===== src/rtl/cpu_pkg.sv =====
// Shared fetch-side types and constants: reset vector, word size, FIFO entry
// layout and the fetch state encoding.
package cpu_pkg;

  localparam logic [31:0] RESET_VECTOR = 32'hBFC0_0000;
  localparam int          WORD_BYTES   = 4;

  typedef struct packed {
    logic [31:0] pc;
    logic [31:0] instr;
  } fetch_entry_t;

  typedef enum logic {S_RUN, S_FAULT} fetch_state_t;

  function automatic logic [31:0] word_align(input logic [31:0] a);
    return {a[31:2], 2'b00};
  endfunction

endpackage


===== src/rtl/fetch_fifo.sv =====
// Small power-of-two FIFO with flush and occupancy count; used both as the
// instruction buffer and as the in-order PC queue for outstanding fetches.
module fetch_fifo #(
  parameter  int DEPTH = 2,
  parameter  int W     = 64,
  localparam int AW    = (DEPTH > 1) ? $clog2(DEPTH) : 1
) (
  input  logic          clk,
  input  logic          rst_n,
  input  logic          push_i,
  input  logic          pop_i,
  input  logic          flush_i,
  input  logic [W-1:0]  wdata_i,
  output logic [W-1:0]  rdata_o,
  output logic [AW:0]   count_o,
  output logic          empty_o,
  output logic          full_o
);

  logic [W-1:0]  mem_q [DEPTH];
  logic [AW-1:0] wr_ptr_q, rd_ptr_q;
  logic [AW:0]   cnt_q;
  logic          do_push, do_pop;

  assign empty_o = (cnt_q == '0);
  assign full_o  = (cnt_q == (AW+1)'(DEPTH));
  assign count_o = cnt_q;
  assign rdata_o = mem_q[rd_ptr_q];

  // Flush wins over both ends; pop of an empty FIFO is ignored.
  assign do_push = push_i && !flush_i;
  assign do_pop  = pop_i && !empty_o && !flush_i;

  always_ff @(posedge clk or negedge rst_n) begin
    if (!rst_n) begin
      wr_ptr_q <= '0;
      rd_ptr_q <= '0;
      cnt_q    <= '0;
    end else if (flush_i) begin
      wr_ptr_q <= '0;
      rd_ptr_q <= '0;
      cnt_q    <= '0;
    end else begin
      if (do_push) wr_ptr_q <= wr_ptr_q + AW'(1);
      if (do_pop)  rd_ptr_q <= rd_ptr_q + AW'(1);
      cnt_q <= cnt_q + (AW+1)'(do_push) - (AW+1)'(do_pop);
    end
  end

  always_ff @(posedge clk) begin
    if (do_push) mem_q[wr_ptr_q] <= wdata_i;
  end

  always @(posedge clk) begin
    if (rst_n) assert (!(do_push && full_o && !do_pop));
  end

endmodule


===== src/rtl/fetch_pc_unit.sv =====
// Fetch stage: owns the PC, issues credit-limited word fetches, buffers
// responses with their PCs and drops stale responses after a redirect.
// Optional misaligned-target fault state enabled by FETCH_ALIGN_CHECK_EN.
module fetch_pc_unit
  import cpu_pkg::*;
#(
  parameter logic [31:0] RESET_PC = RESET_VECTOR,
  parameter int          DEPTH    = 2
) (
  input  logic        clk,
  input  logic        rst_n,
  input  logic        redirect,
  input  logic [31:0] pc_next,
  output logic        imem_req,
  output logic [31:0] imem_addr,
  input  logic        imem_gnt,
  input  logic        imem_rvalid,
  input  logic [31:0] imem_rdata,
  output logic        instr_valid,
  output logic [31:0] instr,
  output logic [31:0] instr_pc,
  input  logic        instr_ready,
  output logic        fetch_err
);

  localparam int AW = (DEPTH > 1) ? $clog2(DEPTH) : 1;
  localparam int CW = AW + 1;

  logic [31:0]   pc_q, pc_d;
  logic [CW-1:0] out_q, out_d, drop_q, drop_d;
  logic [CW-1:0] ififo_cnt, pcq_cnt;
  logic          ififo_empty, ififo_full, pcq_empty, pcq_full;
  logic [31:0]   pcq_head;
  logic [63:0]   ififo_head;
  fetch_entry_t  head_e, push_e;
  logic [CW:0]   inflight;
  logic          run, credit_ok, gnt_fire, discard, push, pop;

`ifdef FETCH_ALIGN_CHECK_EN
  fetch_state_t state_q, state_d;
  assign run       = (state_q == S_RUN);
  // An aligned redirect out of the fault clears the error in that same cycle.
  assign fetch_err = (state_q == S_FAULT) && !(redirect && pc_next[1:0] == 2'b00);
`else
  assign run       = 1'b1;
  assign fetch_err = 1'b0;
`endif

  // Requests in flight plus buffered words never exceed DEPTH, so a push
  // always finds room.
  assign inflight  = {1'b0, out_q} + {1'b0, ififo_cnt};
  assign credit_ok = (inflight < (CW+1)'(DEPTH));
  assign imem_req  = rst_n && run && !redirect && credit_ok;
  assign imem_addr = pc_q;
  assign gnt_fire  = imem_req && imem_gnt;

  assign discard = imem_rvalid && (redirect || drop_q != '0);
  assign push    = imem_rvalid && !discard;
  assign pop     = instr_valid && instr_ready && !redirect;

  assign push_e      = '{pc: pcq_head, instr: imem_rdata};
  assign head_e      = fetch_entry_t'(ififo_head);
  assign instr_valid = !ififo_empty;
  assign instr       = head_e.instr;
  assign instr_pc    = head_e.pc;

  always_comb begin
    out_d  = out_q + CW'(gnt_fire) - CW'(imem_rvalid);
    drop_d = drop_q;
    pc_d   = pc_q;
`ifdef FETCH_ALIGN_CHECK_EN
    state_d = state_q;
`endif
    if (redirect) begin
      // Everything still owed by memory after this cycle is stale.
      drop_d = out_d;
`ifdef FETCH_ALIGN_CHECK_EN
      pc_d    = pc_next;
      state_d = (pc_next[1:0] == 2'b00) ? S_RUN : S_FAULT;
`else
      pc_d = word_align(pc_next);
`endif
    end else begin
      if (imem_rvalid && drop_q != '0) drop_d = drop_q - CW'(1);
      if (gnt_fire) pc_d = pc_q + 32'(WORD_BYTES);
    end
  end

  always_ff @(posedge clk or negedge rst_n) begin
    if (!rst_n) begin
      pc_q   <= RESET_PC;
      out_q  <= '0;
      drop_q <= '0;
`ifdef FETCH_ALIGN_CHECK_EN
      state_q <= S_RUN;
`endif
    end else begin
      pc_q   <= pc_d;
      out_q  <= out_d;
      drop_q <= drop_d;
`ifdef FETCH_ALIGN_CHECK_EN
      state_q <= state_d;
`endif
    end
  end

  fetch_fifo #(.DEPTH(DEPTH), .W(64)) u_ififo (
    .clk     (clk),
    .rst_n   (rst_n),
    .push_i  (push),
    .pop_i   (pop),
    .flush_i (redirect),
    .wdata_i (push_e),
    .rdata_o (ififo_head),
    .count_o (ififo_cnt),
    .empty_o (ififo_empty),
    .full_o  (ififo_full)
  );

  // Never flushed: dropped responses still retire their PC slot.
  fetch_fifo #(.DEPTH(DEPTH), .W(32)) u_pcq (
    .clk     (clk),
    .rst_n   (rst_n),
    .push_i  (gnt_fire),
    .pop_i   (imem_rvalid),
    .flush_i (1'b0),
    .wdata_i (pc_q),
    .rdata_o (pcq_head),
    .count_o (pcq_cnt),
    .empty_o (pcq_empty),
    .full_o  (pcq_full)
  );

  always @(posedge clk) begin
    if (rst_n) begin
      assert (!(imem_rvalid && pcq_empty));
      assert (!(gnt_fire && pcq_full));
      assert (pcq_cnt == out_q);
      assert (!(push && ififo_full && !pop));
    end
  end

endmodule


===== config.mk =====
export PLATFORM = sky130hd
export DESIGN_NAME = fetch_pc_unit
export DESIGN_NICKNAME = d
export VERILOG_FILES = /design/src/rtl/cpu_pkg.sv /design/src/rtl/fetch_fifo.sv /design/src/rtl/fetch_pc_unit.sv
export SDC_FILE = /design/constraint.sdc
export NUM_CORES = 1
export LEC_CHECK = 0
export CAP_MARGIN = 10
export CORE_MARGIN = 5
export CORE_UTILIZATION = 55
export CTS_CLUSTER_SIZE = 40
export DETAILED_ROUTE_END_ITERATION = 10
export GPL_TIMING_DRIVEN = 1
export PLACE_DENSITY = 0.87
export SYNTH_ARGS = -nofsm -noshare
export SYNTH_HDL_FRONTEND = slang
export SYNTH_SLANG_ARGS = --single-unit
export TNS_END_PERCENT = 30

===== constraint.sdc =====
create_clock -name clk -period 13.3 [get_ports clk]
set_input_delay 3.99 -clock clk [delete_from_list [all_inputs] [get_ports clk]]
set_output_delay 3.99 -clock clk [all_outputs]
set_load 0.01 [all_outputs]

== Word-level counts from Yosys, hierarchy flattened ==
Memory sizes are Yosys's and may differ from the RTL's.
Index checks and enable logic that the tools add are counted.
Storage, ports and cells
  input bits: 70
  logic and storage cells: 62
  RAM bits: 192
  memories: 2
  register bits after elaboration: 44
  output and inout port bits: 99
Memories
  u_ififo.mem_q: words 2, width 64, rd ports 1, clocked after Yosys merged registers in 0, wr ports 1, line fetch_fifo.sv:20  | logic [W-1:0] mem_q [DEPTH];
  u_pcq.mem_q: words 2, width 32, rd ports 1, clocked after Yosys merged registers in 0, wr ports 1, line fetch_fifo.sv:20
Cells by class
  add/subtract/negate cells: 13
  order comparisons: 1
  reduce and logical (&&, ||, !) cells: 24
  mux-type cells: 13
Operators by type and width (number)
  $mux 32: 2
  $add 32x3->32 const B: 1
  $logic_and 1x1->1: 12
  $reduce_bool 2->1: 5
  $mux 1: 8
  $add 2x1->2: 3
  $mux 2: 3
  $sub 2x1->2: 3
  $add 1x1->1 const B: 4
  $logic_not 1->1: 4
  $logic_not 2->1: 2
  $add 2x2->3: 1
  $lt 3x2->1 const B: 1
  $sub 2x1->2 const B: 1
  $logic_or 1x1->1: 1

== Longest topological paths before layout ==
  word-level depth: 9
  mapped depth: 13
  gate-level depth less buffers: 12

== Hierarchy ==
A second synthesis with hierarchy kept.
Unflattened totals
  cell total of the unflattened synthesis: 574
  area, all modules: 9527.9 µm²
Modules (own cells, without submodules)
  fetch_fifo at u_ififo: cells an instance 222, instances 1, sequential area each 3943.8 µm², area each 4858.4 µm²
  fetch_fifo at u_pcq: cells an instance 123, instances 1, sequential area each 2021.9 µm², area each 2570.0 µm²
  fetch_pc_unit: cells an instance 229, instances 1, sequential area each 862.1 µm², area each 2099.5 µm²

== Least setup slack after synthesis ==
Ideal clock, no wire load.
  path kind: in2reg
  start point: input port redirect
  end point: memory u_ififo.mem_q[0][0] (enable)
  setup slack: 3.911 ns
  library setup time: 0.559 ns
  stages: 4
  required time: 12.741 ns
  arrival time: 8.830 ns
  buffers on the path: 3
  path through: clkbuf_1 -> clkbuf_1 -> clkbuf_1 -> nor3_1
On the way
  word-level cells in the longest chain between the ends: 7
  elaborated cells between the ends (all ways): 8
  classes of those cells: mux (2); reduce/logical (6)
Ends and longest elaborated chain
  start: declaration: line fetch_pc_unit.sv:12  | input logic redirect,
  $logic_or 1x1->1: line fetch_pc_unit.sv:57  | assign discard = imem_rvalid && (redirect || drop_q != '0);
  $logic_and 1x1->1: line fetch_pc_unit.sv:57
  $logic_not 1->1: line fetch_pc_unit.sv:58  | assign push = imem_rvalid && !discard;
  $logic_and 1x1->1: line fetch_pc_unit.sv:58
  $logic_and 1x1->1 (*): line fetch_fifo.sv:31  | assign do_push = push_i && !flush_i;
  $mux 1 (*): line fetch_fifo.sv:51  | if (do_push) mem_q[wr_ptr_q] <= wdata_i;
  $mux 1 (not written as such) (*): line fetch_fifo.sv:51
  end: declaration: line fetch_fifo.sv:20
Mark *: on every way between the ends. The rest lies on a longest branch, timed or not.

== Worst setup path in the final report ==
  start point: input port rst_n
  end point: output port imem_req
On the way
  word-level cells in the longest chain between the ends: 2
Ends and longest elaborated chain
  start: declaration: line fetch_pc_unit.sv:11  | input logic rst_n,
  $logic_and 1x1->1 (2 in series): line fetch_pc_unit.sv:53  | assign imem_req = rst_n && run && !redirect && credit_ok;
  end: declaration: line fetch_pc_unit.sv:14  | output logic imem_req,
Every way passes these cells.

==> summary.md <==
| Metric | Value |
|---|---|
| Status | finished clean |
| Post-DR wirelength/cell | 19.8 um |
| Clock sinks | 226 |
| Die Width | 139 um |
| Worst vdd ir | 133 uV |
| HPWL Detailed | 12400 um |
| Vias | 5461 |
| First-pass GRT wire length | 30300 um |
| Clk_skew | 0.0238 ns |
| Starting density of the core | 55.5% |
| Largest net degree at the start of global routing | 63 |
| CTS tree | yes |
| Vias/cell | 5.66 |
| Port Buffers | 161 |
| Hold buffer count at cts | 0 |
| Placed inst area | 10900 sq um |
| Least-Margin Pin Slew | 0.996 ns |
| Grt ovf | 0 |
| Antenna cells | 0 |
| P&R area growth vs syn | 27.7% |
| Crit. End Element | output pin |
| Worst Reg-to-Reg Cells | 12 |
| Min-Delay Endpoint | u_pcq.wr_ptr_q |
| Num CTS Buffers | 22 |
| Slew Limit Fails | 0 |
| Hold Startpoint | u_pcq.wr_ptr_q |
| Core area | 16400 sq um |
| Mean post-synth cell area | 16.1 sq um |
| Top cells by area, synth | edfxtp_1, mux2_2, dfrtp_1 |
| Final worst-path cycle share | 72.5% |
| Type of the worst min-delay path | register to register |
| H-tree level count | 1 |
| Number of global-route vias before repair | 5685 |
| Startpoint class of the critical path | primary input |
| Synth top area share | 60.7% |
| IO Pins | 169 |
| Buffer count from post-CTS setup fixing | 0 |
| Initial drt markers | 581 |
| Routed WL | 19100 um |
| Achievable Freq | 0.104 GHz |
| Max_slew headroom | 32.7% |
| Top FF cell, synth | edfxtp_1 |
| Cell area power density | 165 nW/um^2 |
| CTS resizes | 0 |
| Number of synthesized flops with an enable pin | 184 |
| Final min period | 9.65 ns |
| YS warnings | 0 |
| Worst-skew pair later-pin latency | 0.51 ns |
| Total GRT Usage | 19.4% |
| Reg2reg start | out_q[0] |
| Hold depth | 1 |
| Leak pwr | 0.00398 uW |
| Final Cell Area | 11600 sq um |
| Synthesized instance count | 564 |
| Share of cells above drive strength 1 | 20.0% |
| CP arrival | 5.66 ns |
| Final setup TNS | 0 ns |
| Setup violations, final | 0 |
| Die Height | 139 um |
| Die area | 19200 sq um |
| Register bit total from synthesis | 226 |
| Post-route DRC violation count | 0 |
| Clock transition at path regs | 0.06 ns |
| Worst hold margin | 0.554 ns |
| Worst EP required | 9.31 ns |
| Crit-path max FO | 45 |
| Post-Syn Area | 9100 sq um |
| Final #Nets | 808 |
| Final hold viol count | 0 |
| WS Path Type | primary input to output pin |
| RePlAce Congestion | 0.826 |
| Netlist cell types | 46 |
| Worst reg2reg path endpoint | drop_q[1] |
| Setup repair after global routing missed its margin | no |
| Initial antenna violation count | 0 |
| Max Cap Violations | 0 |
| Most common cell in the netlist | edfxtp_1 |
| Row count | 47 |
| List of most frequent post-synthesis cells | edfxtp_1, mux2_2, dfrtp_1 |
| Antenna viol nets, final | 0 |
| Core Util, Final | 70.8% |
| Fill cell count | 996 |
| Max Root-Sink Buffers | 3 |
| Register area share after synthesis | 72.4% |
| Synth async-reset ratio | 18.6% |
| Drt pass-1 iters | 6 |
| Worst R2R Setup Slack | 9.97 ns |
| Root buffer cell | clkbuf_16 |
| Dominant cell type by area after synthesis | edfxtp_1 |
-- cell type report --
cell class                      count  area [sq um]  area share (%)
Clock buffer                       30           621            5.34
Tap cell                          220           275            2.37
Inverter                           15          56.3           0.484
Timing Repair Buffer              166          1640            14.1
Multi-Input combinational cell    298          2350            20.2
Clock inverter                     10          87.6           0.754
Sequential cell                   226          6590            56.7
-- power by group --
group | total, uW | switching, uW | leakage, uW | internal [uW]
logic | 409 | 187 | 0.00147 | 222
registers | 915 | 53.3 | 0.00216 | 861
clock network | 595 | 248 | 0.000351 | 347
total | 1920 | 487 | 0.00398 | 1430
-- state kept, by name, summed over array words and instances (netlist names) --
name              cells
u_ififo.mem_q       124
u_pcq.rd_ptr_q        1
u_pcq.mem_q          60
u_ififo.count_o       2
u_pcq.wr_ptr_q        1
out_q                 2
drop_q                2
imem_addr            30
u_pcq.count_o         2
u_ififo.wr_ptr_q      1
u_ififo.rd_ptr_q      1
-- worst max path at each step --
stage	from	end	slack [ns]	cells after the start
global placement	rst_n	imem_req	3.66	3
global route	rst_n	imem_req	3.44	3
floorplan	redirect	u_ififo.mem_q[0][0]	3.91	4
finish	rst_n	imem_req	3.65	3
CTS	rst_n	imem_req	3.58	3
detailed placement	rst_n	imem_req	3.59	3
-- per-stage QoR --
step	power, uW	setup WS [ns]	cells
after detailed placement	1340	3.59	925
after global routing	2000	3.44	965
final	1920	3.65	965
after CTS	1940	3.58	965
after floorplan	1150	3.91	568
after global placement	1310	3.66	925
-- critical path, cell delays in order --
cell and delay (ns):
buf_2 0.73, nor4b_1 0.33, clkdlybuf4s50_1 0.59
-- cells by family after synthesis --
group	share of synthesized area, %
AND/OR/NAND/NOR	7.12
flip-flops	72.4
XOR/XNOR	1.83
multiplexers	11.5
buffers and inverters	2.17
AO/OA/AOI/OAI	3.67
adder cells (fa/ha/maj)	1.32
other	0.0412
-- metal layers --
| metal | GRT usage [%] | vias to the layer above | share of wire (%) |
|---|---|---|---|
| li1 | - | 2483 | - |
| met1 | 24.7 | 2690 | 38 |
| met2 | 34.1 | 254 | 51 |
| met3 | 4.14 | 34 | 8.3 |
| met4 | 5.25 | 0 | 1.9 |
| met5 | 0 | - | 0 |
-- placed cells by master (no fill, tap or decap), types with 6 or more instances in the layout --
cell type / count
a31oi_1: 12
clkbuf_16: 22
clkdlybuf4s50_1: 160
clkinv_2: 6
dfrtp_1: 32
dfstp_2: 9
edfxtp_1: 184
ha_1: 8
inv_1: 15
mux2_2: 92
nand2_1: 30
nand3_1: 14
nand4_1: 7
nor2_1: 21
nor3_1: 6
o211ai_1: 6
o21ai_0: 15
o31ai_1: 11
or4_1: 19
xnor2_1: 12
xor2_1: 7
Note: power is estimated with default switching activity, not from simulation.
